--- src/rtl/vga_pkg.sv ---
`default_nettype none
// ---------------------------------------------------------------------------
// vga_pkg : shared FSM states, pattern modes and default parameters for the
//           VGA pattern checker.                               Rev 1.0
// ---------------------------------------------------------------------------
package vga_pkg;

  typedef enum logic [1:0] {
    ST_IDLE  = 2'd0,
    ST_CHECK = 2'd1,
    ST_HALT  = 2'd2
  } state_t;

  localparam logic [1:0] MODE_INC   = 2'd0;
  localparam logic [1:0] MODE_CONST = 2'd1;
  localparam logic [1:0] MODE_PASS  = 2'd2;

  localparam int CW_DEF     = 8;
  localparam int IDX_W_DEF  = 6;
  localparam int STEP_DEF   = 4;
  localparam int ECNT_W_DEF = 16;

endpackage
`default_nettype wire

--- src/rtl/vga_pattern_gen.sv ---
`default_nettype none
// ---------------------------------------------------------------------------
// vga_pattern_gen : combinational expected-colour generator for INC/CONST.
//                                                              Rev 1.0
// ---------------------------------------------------------------------------
module vga_pattern_gen
  import vga_pkg::*;
#(
  parameter int CW    = CW_DEF,
  parameter int IDX_W = IDX_W_DEF,
  parameter int STEP  = STEP_DEF
) (
  input  logic [IDX_W-1:0] idx,
  input  logic [1:0]       mode,
  input  logic [CW-1:0]    seed,
  output logic [CW-1:0]    exp_r,
  output logic [CW-1:0]    exp_g,
  output logic [CW-1:0]    exp_b
);

  logic [CW-1:0] idx_ext;
  logic [CW-1:0] base;

  // All arithmetic is CW bits wide so the mod 2^CW wrap falls out naturally.
  assign idx_ext = CW'(idx);
  assign base    = idx_ext * CW'(STEP) + seed;

  always_comb begin
    exp_r = base;
    exp_g = base + 1'b1;
    exp_b = base + 2'd2;
    if (mode == MODE_CONST) begin
      exp_r = seed;
      exp_g = seed;
      exp_b = seed;
    end
  end

endmodule
`default_nettype wire

--- config.mk ---
export PLATFORM = sky130hd
export DESIGN_NAME = vga_pattern_gen
export DESIGN_NICKNAME = d
export VERILOG_FILES = /design/src/rtl/vga_pkg.sv /design/src/rtl/vga_pattern_gen.sv
export SDC_FILE = /design/constraint.sdc
export NUM_CORES = 1
export LEC_CHECK = 0
export BUFFER_PORTS_ARGS = -buffer_cell sky130_fd_sc_hd__buf_2
export CAP_MARGIN = 20
export CELL_PAD_IN_SITES_DETAIL_PLACEMENT = 1
export CELL_PAD_IN_SITES_GLOBAL_PLACEMENT = 1
export CORE_MARGIN = 10
export CORE_UTILIZATION = 28
export DETAILED_ROUTE_END_ITERATION = 8
export PLACE_DENSITY_LB_ADDON = 0.1
export SYNTH_ARGS = -nofsm -noshare
export SYNTH_HDL_FRONTEND = slang
export SYNTH_SLANG_ARGS = --single-unit
--- constraint.sdc ---
create_clock -name vclk -period 6.1
set_clock_uncertainty 0.15 [all_clocks]
set_input_delay 1.22 -clock vclk [all_inputs]
set_output_delay 1.22 -clock vclk [all_outputs]
set_load 0.01 [all_outputs]
==> results.sh <==
export IMPL_avgViaCountPerCell=4.89
export IMPL_die_h_um=68.7
export IMPL_initial_core_util_pct=29.7
export IMPL_post_synth_top_area_cell="xnor2_1"
export IMPL_cts_resized=0
export IMPL_dr_pass1_iters=4
export IMPL_pin_count=40
export IMPL_rsz0062_at_grt="false"
export IMPL_gp_routability_congestion=0.749
export IMPL_critPathSlowestCell="fa_1"
export IMPL_p_total_w=0.000123
export IMPL_max_freq_ghz=0.208
export IMPL_path_buf_inv=2
export IMPL_peakVddDrop_v=0.0000528
export IMPL_power_leakage_nw=0.413
export IMPL_grt_pass1_vias=836
export IMPL_cp_end_kind="output port"
export IMPL_outcome="finished, final reports clean"
export IMPL_drive_gt1_share_pct=35.7
export IMPL_synth_fa_ha_area_share_pct=16.2
export IMPL_grt_max_degree=20
export IMPL_period_share_pct=78.8
export IMPL_crit_fanout=7
export IMPL_rows=17
export IMPL_arrival_ns=3.44
export IMPL_yosys_area_share_simple_pct=34.8
export IMPL_synth_top_area_share_pct=17.1
export IMPL_criticalPathCategory="input port to output port"
export IMPL_vias=768
export IMPL_period_needed_ns=4.81
export IMPL_drt_initial_drc_count=3
export IMPL_multi_input_area_um2=619
export IMPL_design_seq_count=0
export IMPL_synth_xor_xnor_area_share_pct=22.2
export IMPL_worstMarginPinSlew_ns=0.886
export IMPL_seq_area_um2=0
export IMPL_syn_inst=96
export IMPL_wl_um=2330
export IMPL_syn_to_final_growth_pct=28.6
export IMPL_critical_path_max_stage_delay_ns=0.45
export IMPL_drc=0
export IMPL_core_area_um2=2230
export IMPL_startpoint_type="input port"
export IMPL_grt_ovfl_total=0
export IMPL_synth_compound_area_share_pct=20.0
export IMPL_grt_use_total_pct=10.1
export IMPL_hold_viol=0
export IMPL_cp_cell_sequence="buf_2 > ha_1 > fa_1 > a21o_1 > a21oi_1 > xnor2_1 > and4_1 > o21ai_1 > xnor2_1 > buf_2"
export IMPL_avgSynthCellArea_um2=6.92
export IMPL_finalSetupViolCount=0
export IMPL_final_cell_area_um2=855
export IMPL_die_area_um2=4720
export IMPL_place_detailed_hpwl_um=2020
export IMPL_hold_path_class="input port to output port"
export IMPL_clock_buffers=0
export IMPL_setup_tns_ns=0
export IMPL_yosysWarningCount=0
export IMPL_required_ns=4.73
export IMPL_fin_util_pct=38.3
export IMPL_synth_cell_types=28
export IMPL_holdBufCountCts=0
export IMPL_hold_slack_ns=2.58
export IMPL_pwr_density_cell_nw_per_um2=144
export IMPL_synthMuxAreaShare_pct=0
export IMPL_num_fill_cells=316
export IMPL_relSlewSlack_pct=40.8
export IMPL_n_antenna_cell=0
export IMPL_drtAntennaViolNets=0
export IMPL_drv_slew=0
export IMPL_syn_area_um2=664
export IMPL_die_w_um=68.7
export IMPL_placed_area_um2=855
export IMPL_port_buffers=40
export IMPL_grt_pass1_wl_um=3960
export IMPL_synth_top_family_by_area="simple AND/OR/NAND/NOR gates"
export IMPL_synth_nets=120
export IMPL_wl_per_cell_um=14.9
export IMPL_critPathTopFamily="adder cells"
export IMPL_ys_top_cells_by_area="xnor2_1 (17%), ha_1 (13%), nand2_1 (12%)"
export IMPL_post_cts_setup_buffer_count=0
export IMPL_cap_violations=0
export IMPL_final_nets=155
export IMPL_seq_area_frac_synth_pct=0
export IMPL_antenna_found_initial=0
## layout by cell type (no fill, tap or decap), drive strengths merged, types with 2 or more instances in the layout
cell   instances
nor4b          2
buf           40
and4           2
a21oi          8
nor2          10
nor2b          2
o21ai          7
xnor2         14
nand3          2
ha             7
nand2         21
a31oi          2
nor4           2
xor2           2
## final timing paths
path | start | endpoint | slack (ns) | cells after the start
max | idx[0] | exp_b[7] | 1.29 | 10
min | seed[0] | exp_r[0] | 2.58 | 2
## per-layer routing
metal,vias up,wire length (um),global-route usage (%)
met2,19,1170,18.5
met3,0,129,1.93
met1,352,1030,12.5
met4,0,0,0
li1,397,-,-
met5,-,0,0
## cells by family (layout without fill, tap and decap cells)
logic type      after synthesis  after routing
simple gates                 44             44
compound gates               21             21
xor+xnor                     16             16
fa+ha+maj                     8              8
buf+inv                       7             40
## report_power, final
part,internal [W],switching (W)
combinational,0.0000535,0.0000692
clock,0,0
sequential,0,0
total,0.0000535,0.0000692
## synthesized netlist by cell type, types with 3 or more instances
library cell	instances
xnor2_1	13
o21ai_0	3
clkbuf_1	3
o21ai_1	4
a21oi_1	8
buf_4	3
nor2_1	9
nand2_1	21
ha_1	7
## final cells by class
class	instances	share of cell area, %
multi-input cells	89	72.5
well taps	28	4.10
repair buffers	40	23.4
## per-stage QoR
step	worst slack (ns)	std cells
2_1_floorplan	1.65	96
3_3_place_gp	1.34	157
3_5_place_dp	1.32	157
4_1_cts	1.29	157
5_1_grt	1.12	157
6_report	1.29	157
Power figures use the tool's default switching activity.
